===== config.mk =====
export PLATFORM = sky130hd
export DESIGN_NAME = random_draw
export DESIGN_NICKNAME = d
export VERILOG_FILES = /design/src/rtl/random_draw.sv
export SDC_FILE = /design/constraint.sdc
export NUM_CORES = 1
export LEC_CHECK = 0
export ABC_AREA = 1
export ABC_CLOCK_PERIOD_IN_PS = 7650
export BUFFER_PORTS_ARGS = -buffer_cell sky130_fd_sc_hd__buf_2
export CORE_MARGIN = 5
export CORE_UTILIZATION = 50
export DETAILED_ROUTE_END_ITERATION = 12
export PLACE_DENSITY = 0.73
export SYNTH_ARGS = -nofsm -noshare
export SYNTH_HDL_FRONTEND = slang
export SYNTH_SLANG_ARGS = --single-unit

===== constraint.sdc =====
create_clock -name clk -period 7.65 [get_ports clk]
set_clock_uncertainty 0.2 [all_clocks]
set_input_delay 0.3825 -clock clk [delete_from_list [all_inputs] [get_ports clk]]
set_output_delay 0.3825 -clock clk [all_outputs]
set_load 0.02 [all_outputs]

===== src/rtl/random_draw.sv =====
// random_draw: uniform integers in [0, bound) by rejection sampling over WIDTH-bit chunks of a snapshotted random word
module random_draw #(
    parameter int WIDTH     = 8,
    parameter int MAX_TRIES = 16
) (
    input  logic             clk,
    input  logic             rst_n,
    input  logic [255:0]     rand_word,
    input  logic             req,
    input  logic [WIDTH-1:0] bound,
    output logic             busy,
    output logic             valid,
    output logic [WIDTH-1:0] value,
    output logic             err
);
    localparam int NCHUNK = 256 / WIDTH;
    localparam int IW = NCHUNK > 1 ? $clog2(NCHUNK) : 1;
    localparam int TW = $clog2(MAX_TRIES + 1);
    typedef enum logic {IDLE, SAMPLE} state_t;
    state_t           state;
    logic [255:0]     buffer;
    logic [IW-1:0]    idx;
    logic [TW-1:0]    tries;
    logic [WIDTH-1:0] lbound, mask, mask_n, cand;
    // smear the top set bit of bound-1 downwards to get the smallest 2^k-1 covering it
    always_comb begin
        mask_n = bound - WIDTH'(1);
        for (int s = 1; s < WIDTH; s = s * 2) mask_n = mask_n | (mask_n >> s);
    end
    assign cand = buffer[WIDTH*idx +: WIDTH] & mask;
    always_ff @(posedge clk or negedge rst_n) begin
        if (!rst_n) begin
            state  <= IDLE;
            busy   <= 1'b0;
            valid  <= 1'b0;
            err    <= 1'b0;
            value  <= '0;
            buffer <= '0;
            idx    <= '0;
            tries  <= '0;
            lbound <= '0;
            mask   <= '0;
        end else begin
            valid <= 1'b0;
            err   <= 1'b0;
            if (state == IDLE) begin
                if (req && bound == '0) begin
                    err <= 1'b1;
                end else if (req) begin
                    lbound <= bound;
                    mask   <= mask_n;
                    buffer <= rand_word;
                    idx    <= '0;
                    tries  <= '0;
                    state  <= SAMPLE;
                    busy   <= 1'b1;
                end
            end else if (cand < lbound || tries == TW'(MAX_TRIES - 1)) begin
                // mask < 2*bound, so a rejected candidate minus bound is always in range
                value <= cand < lbound ? cand : cand - lbound;
                valid <= 1'b1;
                state <= IDLE;
                busy  <= 1'b0;
            end else begin
                tries <= tries + TW'(1);
                if (idx == IW'(NCHUNK - 1)) begin
                    idx    <= '0;
                    buffer <= rand_word;
                end else begin
                    idx <= idx + IW'(1);
                end
            end
        end
    end
endmodule

==> impl_metrics.tcl <==
set metrics [dict create \
    fill_cells 2324 \
    cts_root_buffer "clkbuf_16" \
    firstDrtPassIters 6 \
    crit_chain "clkinv_1, nand3_1, nand2_1, nand2_1, nand2_1, and3_1, ha_1, nand3_1, nand2_1, nand4_2, nand2_4, nand3_4, nand2_8, buf_4, nand3_1, nand2_1" \
    cts.repair.resized 0 \
    max-cap-violations 0 \
    hold_class "primary input to flip-flop" \
    dieArea_um2 33500 \
    synth.net_count 2270 \
    cts_max_level 1 \
    avgRoutedWirePerCell_um 17.5 \
    powerDensity_nw_per_um2 432 \
    drt-initial-drc-count 1561 \
    synthDistinctLibCells 34 \
    synth_area_um2 14900 \
    r2r-start "idx[2]$_DFFE_PN0P_" \
    die_w_um 183 \
    end_kind "flip-flop" \
    hpwl_um 29400 \
    reg2reg_setup_slack_ns 1.56 \
    yosys_warnings 0 \
    cts.sinks 294 \
    drive_above_1_share_pct 14.7 \
    power_mw 8.63 \
    layout_min_cycle_time_ns 6.09 \
    reg2regPathDepth 16 \
    crit_type "flip-flop to flip-flop" \
    rsz0062_at_grt "false" \
    whs_endpoint "lbound[0]$_DFFE_PN0P_" \
    synth_seq_cells 294 \
    fp.coreArea_um2 29600 \
    row_count 63 \
    cp_slowest_cell "dfrtp_1" \
    finalSetupViolCount 0 \
    gp_congestion 0.969 \
    cpPeakStageDelay_ns 0.95 \
    path_common_cell "nand2_1" \
    numCtsBuffers 31 \
    status "finished clean" \
    maxSlewViolCount 0 \
    wl_um 50000 \
    grt_max_degree 169 \
    ant_nets 0 \
    power_leakage_nw 10.4 \
    antenna_found_initial 3 \
    r2r-end "buffer[105]$_DFFE_PN0P_" \
    grt_pass1_vias 15300 \
    mostFrequentLayoutCell "nand2_1" \
    route.detailed.drc 0 \
    vias_per_cell 5.43 \
    fp.dieH_um 183 \
    cts_tree "done" \
    min_from "bound[0]" \
    synth-seq-area-share_pct 49.2 \
    grtUsageTotal_pct 29.1 \
    final.period_utilization_pct 79.6 \
    hold_path_depth 3 \
    grt-ovfl-total 0 \
    areaGrowthSynthToFinish_pct 33.5 \
    critPathLaunchType "flip-flop" \
    vias 15500 \
    layout_common_cells "nand2_1, nand3_1, dfrtp_1" \
    grt_pass1_wl_um 79600 \
    irDropWorstVdd_mv 0.346 \
    finalHoldViolations 0 \
    clkTransAtPathRegs_ns 0.06 \
    arrival_ns 6.38 \
    slew-limit-headroom_pct 23.5 \
    worstMarginPinSlew_ns 1.15 \
    io_pins 278 \
    syn_area_per_cell_um2 7.52 \
    cp_max_fo 152 \
    fmax_mhz 164 \
    cts_buffer_depth 3 \
    portBuffers 277 \
    synth_cells 1988 \
    clk_latency_ns 0.56 \
    start_util_pct 50.6 \
    fin_nets 2720 \
    worst_ep_required_time_ns 7.94 \
    fin_tns_setup_ns 0 \
]
[flip-flops by register name, summed over array words and instances, names as in the netlist]
| register | cells |
|---|---|
| buffer | 256 |
| state | 1 |
| valid | 1 |
| tries | 5 |
| err | 1 |
| value | 8 |
| idx | 5 |
| lbound | 8 |
| busy | 1 |
| mask | 8 |
[worst max-delay path, delay by kind of cell (launching register included)]
kind	cells	cell delay, ns
DFF	1	0.95
buffers and inverters	2	1.75
and+or+nand+nor	13	2.62
adders and majority gates	1	0.36
[how the worst max path moves through the flow]
stage | from | to | slack (ns)
after global routing | idx[2]$_DFFE_PN0P_ | buffer[94]$_DFFE_PN0P_ | 1.16
final | idx[2]$_DFFE_PN0P_ | buffer[105]$_DFFE_PN0P_ | 1.56
after CTS | idx[2]$_DFFE_PN0P_ | buffer[94]$_DFFE_PN0P_ | 1.56
after floorplan | idx[0]$_DFFE_PN0P_ | buffer[0]$_DFFE_PN0P_ | 4.47
after global placement | idx[2]$_DFFE_PN0P_ | buffer[94]$_DFFE_PN0P_ | 1.81
after detailed placement | idx[2]$_DFFE_PN0P_ | buffer[94]$_DFFE_PN0P_ | 1.62
[where the power goes]
part | switching, mW | internal [mW]
logic | 2.89 | 1.31
registers | 0.454 | 2.32
clock network | 0.639 | 1.02
[through the flow]
stage / worst slack (ns) / util [%] / hold WS [ns] / std cells / cell area (µm²)
floorplan: 4.47 / - / -0.113 / 1988 / 14900
CTS: 1.56 / 67.5 / 0.0227 / 2853 / 19900
global route: 1.16 / 67.5 / 0.0707 / 2856 / 20000
finish: 1.56 / 67.5 / 0.0436 / 2857 / 20000
detailed placement: 1.62 / 54.6 / 0.258 / 2529 / 16100
global placement: 1.81 / 54.6 / 0.253 / 2529 / 16100
[Yosys cell counts]
| library cell | instances | area, µm² |
|---|---|---|
| and3_1 | 4 | 25.0 |
| buf_4 | 4 | 30.0 |
| nand3_2 | 1 | 10.0 |
| fa_1 | 1 | 20.0 |
| ha_1 | 14 | 175 |
| nor3_1 | 3 | 15.0 |
| nand3_4 | 1 | 17.5 |
| inv_1 | 43 | 161 |
| o22ai_1 | 2 | 12.5 |
| a21oi_2 | 2 | 17.5 |
| buf_8 | 2 | 30.0 |
| dfrtp_1 | 294 | 7360 |
| o21ai_0 | 19 | 95.1 |
| buf_1 | 6 | 22.5 |
| a21o_1 | 1 | 7.51 |
| a31oi_1 | 2 | 12.5 |
| a21oi_1 | 32 | 160 |
| nand4_2 | 1 | 12.5 |
| buf_2 | 52 | 260 |
| nand4_1 | 8 | 50.1 |
| o21a_1 | 1 | 7.51 |
| nor3_2 | 1 | 10.0 |
| a21boi_0 | 1 | 7.51 |
| nand2_1 | 902 | 3390 |
| xor2_1 | 9 | 78.8 |
| xnor2_1 | 2 | 17.5 |
| inv_2 | 3 | 11.3 |
| or2_2 | 1 | 6.26 |
| nand2_4 | 3 | 33.8 |
| clkinv_1 | 3 | 11.3 |
| nand3_1 | 435 | 2180 |
| clkbuf_1 | 48 | 180 |
| nor2_1 | 60 | 225 |
| buf_6 | 27 | 304 |
[routing by layer]
layer	track usage [%]	routed length, µm	up-vias
met4	11.2	2040	0
met2	47.6	23600	742
met5	0	0	-
met3	4.66	3870	143
met1	39.4	20400	7336
li1	-	-	7285
[kinds of logic (layout without fill, tap and decap cells)]
group / count (synthesis) / count (layout) / synth area share (%)
buffers and inverters: 188 / 663 / 6.76
other: 0 / 4 / 0
and+or+nand+nor: 1420 / 1420 / 39.9
AOI/OAI and AO/OA: 60 / 60 / 2.14
xor gates and xnor gates: 11 / 11 / 0.645
adders and majority gates: 15 / 15 / 1.31
DFF: 294 / 294 / 49.2
[final cells by class]
class	count	area [µm²]	share of cell area [%]
repair buffers	556	4170	20.9
well taps	390	488	2.45
inverters	49	186	0.934
flip-flops and latches	294	7360	36.9
clock buffers	38	842	4.22
clock inverters	20	292	1.46
diodes	4	10.0	0.0502
multi-input cells	1506	6610	33.1
[what timing repair did]
action,in CTS,in global routing
endpoints found under the hold margin,391,0
setup buffers,0,0
hold buffers,266,0
Power figures use the tool's default switching activity.
